[src/rtl/upe_led_serializer.sv]
// upe_led_serializer
//
// Shows one adder result on a single board LED as a slow serial frame. The
// frame opens with a dark gap, followed by the data bits LSB first. When
// CARRY_EN is 1, the carry-out is sent as one extra bit after the data MSB.
// The design runs from the 10 kHz low-frequency oscillator. Each bit, and
// each gap slot, stays on the LED for BIT_CYCLES clocks.
//
// Ports
//   clk        : single clock, rising edge
//   reset      : synchronous, active-high
//   in_valid   : in_data/in_carry hold a word
//   in_ready   : block can take a word this cycle (registered)
//   in_data    : WIDTH-bit adder sum
//   in_carry   : adder carry-out
//   led        : serial bit to the LED (registered, no input-to-led path)
//   busy       : high while a frame is in progress
//   bit_idx    : index of the data bit currently on led (0 outside SHIFT)
//   frame_done : one-cycle pulse in the cycle after the last bit
//   dbg_state  : current FSM state (IDLE=0, GAP=1, SHIFT=2, DONE=3)
//
// Handshake: a word transfers on a rising edge where in_valid and in_ready
// are both high. in_ready is high only in IDLE and DONE. A word offered
// while busy is ignored and does not stall the frame. After a word is
// captured, later changes on in_data/in_carry have no effect.
module upe_led_serializer #(
  parameter int WIDTH      = 64,
  parameter int CARRY_EN   = 1,
  parameter int BIT_CYCLES = 1250,
  parameter int GAP_BITS   = 4
) (
  input  logic             clk,
  input  logic             reset,
  input  logic             in_valid,
  output logic             in_ready,
  input  logic [WIDTH-1:0] in_data,
  input  logic             in_carry,
  output logic             led,
  output logic             busy,
  output logic [6:0]       bit_idx,
  output logic             frame_done,
  output logic [1:0]       dbg_state
);

  localparam int NBITS = WIDTH + CARRY_EN;
  localparam int PW    = (BIT_CYCLES > 1) ? $clog2(BIT_CYCLES) : 1;
  localparam int GW    = (GAP_BITS > 1) ? $clog2(GAP_BITS) : 1;

  localparam logic [PW-1:0] PRESC_LAST = PW'(BIT_CYCLES - 1);
  localparam logic [GW-1:0] GAP_LAST   = GW'(GAP_BITS - 1);
  localparam logic [6:0]    IDX_LAST   = 7'(NBITS - 1);

  typedef enum logic [1:0] {
    IDLE  = 2'd0,
    GAP   = 2'd1,
    SHIFT = 2'd2,
    DONE  = 2'd3
  } state_t;

  state_t           state;
  logic [PW-1:0]    presc;
  logic [GW-1:0]    gap_cnt;
  logic [NBITS-1:0] shift_reg;

  logic [NBITS-1:0] capture_word;
  logic [NBITS-1:0] shifted;
  logic             presc_tc;
  logic             accept;

  // When CARRY_EN is 0, NBITS equals WIDTH and the cast drops the carry bit.
  assign capture_word = NBITS'({in_carry, in_data});
  assign shifted      = shift_reg >> 1;
  assign presc_tc     = (presc == PRESC_LAST);
  assign accept       = in_valid && in_ready;
  assign dbg_state    = state;

  always_ff @(posedge clk) begin
    if (reset) begin
      state      <= IDLE;
      led        <= 1'b0;
      in_ready   <= 1'b1;
      busy       <= 1'b0;
      frame_done <= 1'b0;
      bit_idx    <= 7'd0;
      presc      <= '0;
      gap_cnt    <= '0;
      shift_reg  <= '0;
    end else begin
      frame_done <= 1'b0;
      case (state)
        // DONE behaves like IDLE for intake, so back-to-back words lose
        // only the single DONE cycle between frames.
        IDLE, DONE: begin
          led     <= 1'b0;
          bit_idx <= 7'd0;
          if (accept) begin
            shift_reg <= capture_word;
            state     <= GAP;
            in_ready  <= 1'b0;
            busy      <= 1'b1;
            presc     <= '0;
            gap_cnt   <= '0;
          end else begin
            state    <= IDLE;
            in_ready <= 1'b1;
            busy     <= 1'b0;
          end
        end

        GAP: begin
          led <= 1'b0;
          if (presc_tc) begin
            presc <= '0;
            if (gap_cnt == GAP_LAST) begin
              // Load bit 0 now so it is already on led in the first SHIFT cycle.
              state   <= SHIFT;
              led     <= shift_reg[0];
              gap_cnt <= '0;
            end else begin
              gap_cnt <= gap_cnt + GW'(1);
            end
          end else begin
            presc <= presc + PW'(1);
          end
        end

        SHIFT: begin
          if (presc_tc) begin
            presc <= '0;
            if (bit_idx == IDX_LAST) begin
              state      <= DONE;
              led        <= 1'b0;
              frame_done <= 1'b1;
              busy       <= 1'b0;
              in_ready   <= 1'b1;
              bit_idx    <= 7'd0;
            end else begin
              shift_reg <= shifted;
              led       <= shifted[0];
              bit_idx   <= bit_idx + 7'd1;
            end
          end else begin
            presc <= presc + PW'(1);
          end
        end

        default: state <= IDLE;
      endcase
    end
  end

endmodule

[config.mk]
export PLATFORM = sky130hd
export DESIGN_NAME = upe_led_serializer
export DESIGN_NICKNAME = d
export VERILOG_FILES = /design/src/rtl/upe_led_serializer.sv
export SDC_FILE = /design/constraint.sdc
export NUM_CORES = 1
export LEC_CHECK = 0
export CAP_MARGIN = 20
export CORE_UTILIZATION = 58
export CTS_CLUSTER_SIZE = 25
export DETAILED_ROUTE_END_ITERATION = 12
export GPL_TIMING_DRIVEN = 0
export MAX_ROUTING_LAYER = met4
export PLACE_DENSITY_LB_ADDON = 0.15
export SYNTH_ARGS = -nofsm -noshare
export SYNTH_HDL_FRONTEND = slang
export SYNTH_SLANG_ARGS = --single-unit
[constraint.sdc]
create_clock -name clk -period 6.05 [get_ports clk]
set_input_delay 0.605 -clock clk [delete_from_list [all_inputs] [get_ports clk]]
set_output_delay 0.605 -clock clk [all_outputs]
set_load 0.005 [all_outputs]
==> qor.txt, run 1 <==
Pint: 1.822 mW
Compound-Gate Fraction of Synth Area: 0.3191
most frequent cells in the layout: 91 x dfxtp_1, 80 x clkdlybuf4s50_1, 66 x mux2i_1
Final GP Congestion: 0.8607
n_diodes: 0
Final Setup Violations: 0
die height: 93.71 µm
final design area excluding fillers: 5982 µm²
R2R cell count: 7
RSZ-0062 raised after global routing: no
clock root cell: clkbuf_8
vias in the first global route: 3,816
GRT Resource Usage Total: 0.2617
detailed-route DRC error count: 0
Simple-Gate Fraction of Synth Area: 0.07387
EDFF count, synth: 0
Setup TNS: 0 ps
port bufs: 80
Slew Viols, Final: 0
asr flop ratio synth: 0
Starting Density: 0.5967
most common cell after layout, fill and taps aside: dfxtp_1
Avg Cell Area, Syn: 10.51 µm²
drt wl/cell: 16.52 µm
share of cells above drive strength 1: 0.2571
Synth cell types: 50
core box area: 8175 µm²
global route overflow: 0
Post-DP HPWL: 7.820 mm
capture point of the critical path: shift_reg[1]$_SDFFE_PP0P_
Ys Warns: 0
Hold/Removal Path Class: reg -> reg
final hold vios: 0
DR pass1 iterations: 4
Reg power frac: 0.280
LEAKAGE: 1.957 nW
clock latency on the worst-skew pair: 360 ps
overall power: 3.214 mW
Placed Area: 5811 µm²
Final period util: 0.4234
largest family of logic cells by synthesized area: compound AO/OA/AOI/OAI gates
post-synthesis adder-cell area fraction: 0.01795
worst-margin pin slew: 736.7 ps
max reg flops: 65
CP max FO: 10
Worst-path clk slew: 90 ps
crit path kind: reg -> reg
CTS tree: yes
clock skew: 8.789 ps
startpoint class of the critical path: flop
# H-tree levels: 3
Reg2Reg Setup Slack: 3490 ps
# Post-CTS Setup Buffers: 0
final setup margin: 3488 ps
first-pass GRT wire length: 17.71 mm
antenna violations before repair: 0
CTS Hold Buffers Added: 0
FF-to-FF Start: dbg_state[0]$_SDFFE_PP0P_
register area share after synthesis: 0.3734
final WL: 10.99 mm
CTS buffer count: 9
IO Count: 81
most used flip-flop cell after synthesis: dfxtp_1
Synth area leader: dfxtp_1
Syn Nets: 539
Peak VDD IR: 0.2470 mV
largest net degree at the start of global routing: 15
flops & latches, synth: 91
Clock power frac: 0.117
Die Area: 8782 µm²
share of the synthesized area in the top cell type: 0.3734
Synth Cell Area: 4878 µm²
Clock Tree Buf Depth: 2
Cell Pwr Density: 537.3 nW/µm²
Mapped Cells: 464
fmax: 390.4 MHz
placed cell count: 649
vias: 3,873
Finished Layout Cells: 665
area grow syn2layout: 22.62%
ranking of synthesized cells by area: dfxtp_1 37%, mux2i_1 14%, a211oi_2 13%
ANT nets after route: 0
Logic pwr share: 0.603
worst slack at placement: 3423 ps
XOR/XNOR share of the synthesized area: 0.008977
# rows: 33
Net Sw Frac: 0.4329
CP Launch Point: dbg_state[0]$_SDFFE_PP0P_
DRT iter0 DRCs: 101
sw power: 1.391 mW
clk sinks: 91
Max Cap Viol: 0
vias per inst: 5.824
Layout Nets: 630
PostCTS Resize Cnt: 0
status: finished clean
Tmin final: 2562 ps
CP Capture Type: flop
reg2reg end: shift_reg[1]$_SDFFE_PP0P_
die width: 93.71 µm
CP arrival: 2770 ps
multiplexer share of the synthesized area: 0.1377
WP data required: 6260 ps
max-slew headroom at the worst pin: 0.5089
## Yosys cell counts, types with 2 or more instances
| library cell | count |
|---|---|
| a21boi_0 | 2 |
| a211oi_2 | 50 |
| or3_1 | 2 |
| xor2_1 | 4 |
| buf_2 | 9 |
| o41ai_2 | 2 |
| buf_12 | 5 |
| buf_6 | 5 |
| a21oi_2 | 50 |
| ha_1 | 7 |
| nand4_1 | 3 |
| a21oi_1 | 23 |
| o31ai_1 | 3 |
| and3_1 | 4 |
| nor3_1 | 5 |
| buf_4 | 2 |
| inv_1 | 10 |
| o21ai_0 | 11 |
| o41ai_1 | 2 |
| dfxtp_1 | 91 |
| a31oi_1 | 2 |
| nand3_1 | 13 |
| nand2b_1 | 4 |
| nor2_1 | 24 |
| clkbuf_1 | 18 |
| a211oi_1 | 14 |
| nand2_1 | 11 |
| mux2i_1 | 66 |
## power groups by stage
| stage | clock network, mW | registers, mW | logic (mW) |
|---|---|---|---|
| detailed placement | 0 | 0.912 | 1.94 |
| global route | 0.405 | 0.918 | 2.09 |
| floorplan | 0 | 0.880 | 1.61 |
| CTS | 0.380 | 0.898 | 1.95 |
| global placement | 0 | 0.899 | 1.89 |
| finish | 0.376 | 0.900 | 1.94 |
## how the worst min path moves through the flow
| stage | startpoint | endpoint | slack [ps] | depth (start not counted) |
|---|---|---|---|---|
| floorplan | gap_cnt[1]$_SDFFE_PP0P_ | gap_cnt[1]$_SDFFE_PP0P_ | 440 | 1 |
| global placement | gap_cnt[1]$_SDFFE_PP0P_ | gap_cnt[1]$_SDFFE_PP0P_ | 450 | 1 |
| detailed placement | gap_cnt[1]$_SDFFE_PP0P_ | gap_cnt[1]$_SDFFE_PP0P_ | 470 | 1 |
| CTS | gap_cnt[1]$_SDFFE_PP0P_ | gap_cnt[1]$_SDFFE_PP0P_ | 480 | 1 |
| global route | gap_cnt[1]$_SDFFE_PP0P_ | gap_cnt[1]$_SDFFE_PP0P_ | 520 | 1 |
| finish | gap_cnt[1]$_SDFFE_PP0P_ | gap_cnt[1]$_SDFFE_PP0P_ | 480 | 1 |
## area by class of cell
| cell class | instances | area (µm²) |
|---|---|---|
| Multi-Input combinational cell | 323 | 2720 |
| Clock inverter | 4 | 26.28 |
| Timing Repair Buffer | 80 | 800.8 |
| Inverter | 10 | 37.54 |
| Fill cell | 623 | 2193 |
| Buffer | 40 | 299.0 |
| Tap cell | 105 | 131.4 |
| Clock buffer | 12 | 145.1 |
| Sequential cell | 91 | 1822 |
## cells by family (layout without fill, tap and decap cells)
kind of cell | after synthesis | count (layout)
flops | 91 | 91
simple gates | 73 | 73
buf+inv | 50 | 146
mux | 67 | 67
xor+xnor | 5 | 5
compound gates | 171 | 171
fa+ha+maj | 7 | 7
## worst max-delay path: stages, from the launching register on
cell and delay [ps]:
dfxtp_1 340, inv_1 90, ha_1 140, clkbuf_1 420
buf_2 380, clkbuf_1 600, mux2i_1 340, a211oi_2 100
## layer usage
metal  wire [µm]  vias up  GRT usage  part of all wire
li1            -     1909          -                 -
met1        5107     1868     0.3188              0.46
met2        5287       85     0.4459              0.48
met3         499       11    0.05016             0.045
met4          91        0    0.06410            0.0083
met5           0        -          -                 0
## metrics by stage
stage                     hold WS, ps  utilization
after floorplan                 436.3            -
after global placement          452.8       0.7107
after detailed placement        466.6       0.7107
after CTS                       483.4       0.7317
after global routing            518.9       0.7317
final                           483.0       0.7317
Note: power is estimated with default switching activity, not from simulation.
==> run 2: changes to the inputs <==
Settings changed: CORE_UTILIZATION 58 to 48.
Clock period 6.05 ns to 2.21 ns, I/O delays scaled along.
==> qor.txt, run 2 (synthesis results as in run 1) <==
CP Buf/Inv Count: 3
critical path's slowest cell: or3_4
Starting Density: 0.4968
Max Cap Viol: 0
Finished Layout Cells: 707
delay-heaviest family, CP: simple AND/OR/NAND/NOR gates
max reg flops: 65
CP max FO: 8
startpoint class of the critical path: flop
global route overflow: 0
port bufs: 80
crit path kind: reg -> reg
most frequent cells in the layout: 86 x dfxtp_1, 80 x clkdlybuf4s50_1, 66 x mux2i_1
largest net degree at the start of global routing: 15
IO Count: 81
first-pass GRT wire length: 17.64 mm
antenna violations before repair: 0
CP arrival: 2470 ps
WP data required: 2490 ps
LEAKAGE: 2.153 nW
Post-DP HPWL: 7.762 mm
filler instances: 833
clk sinks: 91
fmax: 457.2 MHz
Worst-path clk slew: 90 ps
CP Cell Sequence: or3_4 > or3_1 > buf_4 > o21ai_4 > buf_12 > clkbuf_16 > a21oi_2 > a211oi_2
worst-margin pin slew: 709.0 ps
Clock Tree Buf Depth: 2
ANT nets after route: 0
vias: 3,962
Layout Nets: 644
Cell Pwr Density: 1577 nW/µm²
Die Area: 10,570 µm²
final WL: 11.59 mm
CP Capture Type: flop
share of cells above drive strength 1: 0.3049
GRT Resource Usage Total: 0.2209
clock skew: 10.99 ps
Util after Layout: 0.6528
RSZ-0062 raised after global routing: yes
sw power: 4.054 mW
vias per inst: 5.604
die height: 102.8 µm
# H-tree levels: 3
n_diodes: 0
Final Setup Violations: 0
core box area: 9819 µm²
CTS buffer count: 9
Slew Viols, Final: 0
vias in the first global route: 3,721
placed cell count: 677
Clock power frac: 0.136
Net Sw Frac: 0.4011
Logic pwr share: 0.620
clock latency on the worst-skew pair: 370 ps
DR pass1 iterations: 4
detailed-route DRC error count: 0
Reg power frac: 0.244
CTS tree: yes
worst slack at placement: -315.9 ps
area grow syn2layout: 31.39%
Hold/Removal Path Class: reg -> reg
DRT iter0 DRCs: 124
final setup margin: 22.61 ps
Pint: 6.054 mW
Max stage delay on crit path: 420 ps
status: finished clean
# rows: 36
most common cell after layout, fill and taps aside: dfxtp_1
Final period util: 0.9898
die width: 102.8 µm
Peak VDD IR: 0.7431 mV
clock root cell: clkbuf_8
Tmin final: 2187 ps
drt wl/cell: 16.40 µm
max-slew headroom at the worst pin: 0.5274
final hold vios: 0
Final GP Congestion: 0.8410
## run 2: cell types whose count changed in the layout (fill, tap and decap cells not counted), moves of 4 or more
cell,previous run,this run
clkbuf_16,0,5
buf_12,5,10
buf_6,5,1
dfxtp_1,91,86
dfxtp_2,0,5
buf_4,2,12
clkbuf_1,20,15
## run 2: timing repair
item,CTS,global route
pin swaps,0,1
gates cloned,0,6
setup buffers,0,9
endpoints found under the setup margin,74,66
hold buffers,0,0
gates resized for setup,11,25
## run 2: power by group through the flow
stage / combinational [mW] / sequential, mW / clock [mW]
6_report: 6.27 / 2.46 / 1.38
5_1_grt: 6.71 / 2.51 / 1.46
4_1_cts: 5.44 / 2.45 / 1.40
3_5_place_dp: 5.35 / 2.49 / 0
3_3_place_gp: 5.21 / 2.46 / 0
2_1_floorplan: 4.40 / 2.41 / 0
## run 2: path summary, 6_finish.rpt
kind,start,to,slack (ps),cells after the start
max,presc[3]$_SDFFE_PP0N_,shift_reg[56]$_SDFFE_PP0P_,20,8
min,presc[1]$_SDFFE_PP0N_,presc[1]$_SDFFE_PP0N_,480,2
max reg2reg,presc[3]$_SDFFE_PP0N_,shift_reg[56]$_SDFFE_PP0P_,20,8
min reg2reg,presc[1]$_SDFFE_PP0N_,presc[1]$_SDFFE_PP0N_,480,2
## run 2: metal layers
| metal | wire [µm] | part of all wire | track usage |
|---|---|---|---|
| met2 | 5536 | 0.48 | 0.3503 |
| met1 | 5427 | 0.47 | 0.2837 |
| met5 | 0 | 0 | - |
| met3 | 480 | 0.041 | 0.03729 |
| met4 | 150 | 0.013 | 0.07909 |
## run 2: metrics by stage
| stage | cell area [µm²] | power, mW | TNS (ps) | hold WS, ps |
|---|---|---|---|---|
| floorplan | 4878 | 6.807 | 0 | 372.8 |
| global placement | 5846 | 7.672 | -7703 | 453.8 |
| detailed placement | 5846 | 7.838 | -8708 | 473.3 |
| CTS | 6142 | 9.296 | 0 | 463.9 |
| global route | 6410 | 10.68 | -885.0 | 480.9 |
| finish | 6410 | 10.11 | 0 | 483.6 |
## run 2: worst register-to-register path, stage by stage (launching register included)
cell       delay (ps)
dfxtp_2           360
or3_4             420
or3_1             320
buf_4             170
o21ai_4           190
buf_12            200
clkbuf_16         170
a21oi_2            50
a211oi_2          210
## run 2: layout make-up
| type | instances | area [µm²] | share of cell area |
|---|---|---|---|
| Inverter | 10 | 37.54 | 0.005856 |
| Multi-Input combinational cell | 323 | 2776 | 0.4331 |
| Sequential cell | 91 | 1828 | 0.2852 |
| Tap cell | 133 | 166.4 | 0.02596 |
| Buffer | 39 | 359.1 | 0.05602 |
| Clock buffer | 11 | 141.4 | 0.02206 |
| Clock inverter | 5 | 100.1 | 0.01562 |
| Timing Repair Buffer | 95 | 1001 | 0.1562 |
==> run 3: changes to the inputs <==
Settings changed: CORE_UTILIZATION 48 to 45, SLEW_MARGIN set to 10.
==> qor.txt, run 3 (synthesis results as in run 1) <==
status: finished clean
Max stage delay on crit path: 430 ps
placed cell count: 680
n_diodes: 0
critical path's slowest cell: or3_4
Hold/Removal Path Class: in -> reg
crit path kind: reg -> reg
clock skew: 12.38 ps
final setup margin: 26.14 ps
Util after Layout: 0.6024
share of cells above drive strength 1: 0.2996
CP arrival: 2410 ps
# H-tree levels: 3
most frequent cells in the layout: 86 x dfxtp_1, 80 x clkdlybuf4s50_1, 66 x mux2i_1
ANT nets after route: 0
die width: 106.1 µm
Setup TNS: 0 ps
largest net degree at the start of global routing: 17
Final period util: 0.9882
clk sinks: 91
CTS tree: yes
# rows: 37
fmax: 457.9 MHz
final WL: 11.43 mm
core box area: 10,420 µm²
CP Buf/Inv Count: 3
DRT iter0 DRCs: 115
max-slew headroom at the worst pin: 0.5128
Tmin final: 2184 ps
vias in the first global route: 3,788
worst slack at placement: -334.6 ps
Max Cap Viol: 0
Final Setup Violations: 0
most common cell after layout, fill and taps aside: dfxtp_1
antenna violations before repair: 0
die height: 106.1 µm
vias per inst: 5.494
worst-margin pin slew: 730.8 ps
startpoint class of the critical path: flop
port bufs: 80
Starting Density: 0.4683
WP data required: 2430 ps
Cell Pwr Density: 1517 nW/µm²
CTS buffer count: 9
vias: 3,846
DR pass1 iterations: 4
Clock Tree Buf Depth: 2
Final GP Congestion: 0.8245
drt wl/cell: 16.33 µm
Layout Nets: 634
first-pass GRT wire length: 18.44 mm
final hold vios: 0
IO Count: 81
CP Cell Sequence: or3_4 > or3_4 > buf_6 > o21ai_4 > and2_4 > buf_12 > buf_12 > a211oi_2
Worst-path clk slew: 100 ps
overall power: 9.518 mW
max reg flops: 65
CP Capture Type: flop
clock latency on the worst-skew pair: 370 ps
Finished Layout Cells: 700
Post-DP HPWL: 7.833 mm
LEAKAGE: 2.059 nW
delay-heaviest family, CP: simple AND/OR/NAND/NOR gates
area grow syn2layout: 28.62%
GRT Resource Usage Total: 0.2099
CP max FO: 10
RSZ-0062 raised after global routing: yes
Slew Viols, Final: 0
clock root cell: clkbuf_8
global route overflow: 0
Peak VDD IR: 0.8948 mV
Die Area: 11,260 µm²
detailed-route DRC error count: 0
-- run 3: final timing paths --
path                                         startpoint                    endpoint  slack, ps  cells past startpoint
worst min register to register  bit_idx[6]$_SDFFE_PP0P_     bit_idx[6]$_SDFFE_PP0P_        500                      2
worst max-delay path              presc[2]$_SDFFE_PP0N_  shift_reg[15]$_SDFFE_PP0P_         30                      8
worst min-delay path                        in_data[28]  shift_reg[28]$_SDFFE_PP0P_        500                      3
worst max register to register    presc[2]$_SDFFE_PP0N_  shift_reg[15]$_SDFFE_PP0P_         30                      8
-- run 3: cell type report --
type | instances | area (µm²)
plain buffers | 39 | 376.6
fillers | 926 | 4141
flip-flops and latches | 91 | 1833
inverters | 10 | 37.54
clock buffers | 9 | 123.9
repair buffers | 85 | 877.1
well taps | 136 | 170.2
clock inverters | 7 | 52.55
multi-input cells | 323 | 2804
-- run 3: worst register-to-register path: stages (launching register included) --
cell,delay [ps]
dfxtp_2,360
or3_4,430
or3_4,350
buf_6,140
o21ai_4,190
and2_4,200
buf_12,160
buf_12,150
a211oi_2,70
-- run 3: repair_timing --
action                                  in CTS  in global routing
hold buffers                                 0                  0
buffers inserted                             0                  2
resized for setup                           12                 35
endpoints found under the setup margin      76                 67
pin swaps                                    0                  1
cloned                                       0                  3
-- run 3: metrics by stage --
step / hold WS [ps] / instance area, µm²
after floorplan: 372.8 / 4878
after global placement: 454.5 / 5849
after detailed placement: 459.4 / 5849
after CTS: 481.0 / 6087
after global routing: 503.1 / 6275
final: 495.6 / 6275
-- run 3: power breakdown --
part / internal (mW) / switching (mW)
Sequential: 2.14 / 0.325
Clock: 0.417 / 0.652
Combinational: 2.95 / 3.04
-- run 3: metal layers --
layer | global-route usage | routed length [µm]
met1 | 0.2859 | 5476
met5 | - | 0
met4 | 0.07044 | 142
met3 | 0.02636 | 370
met2 | 0.3219 | 5440
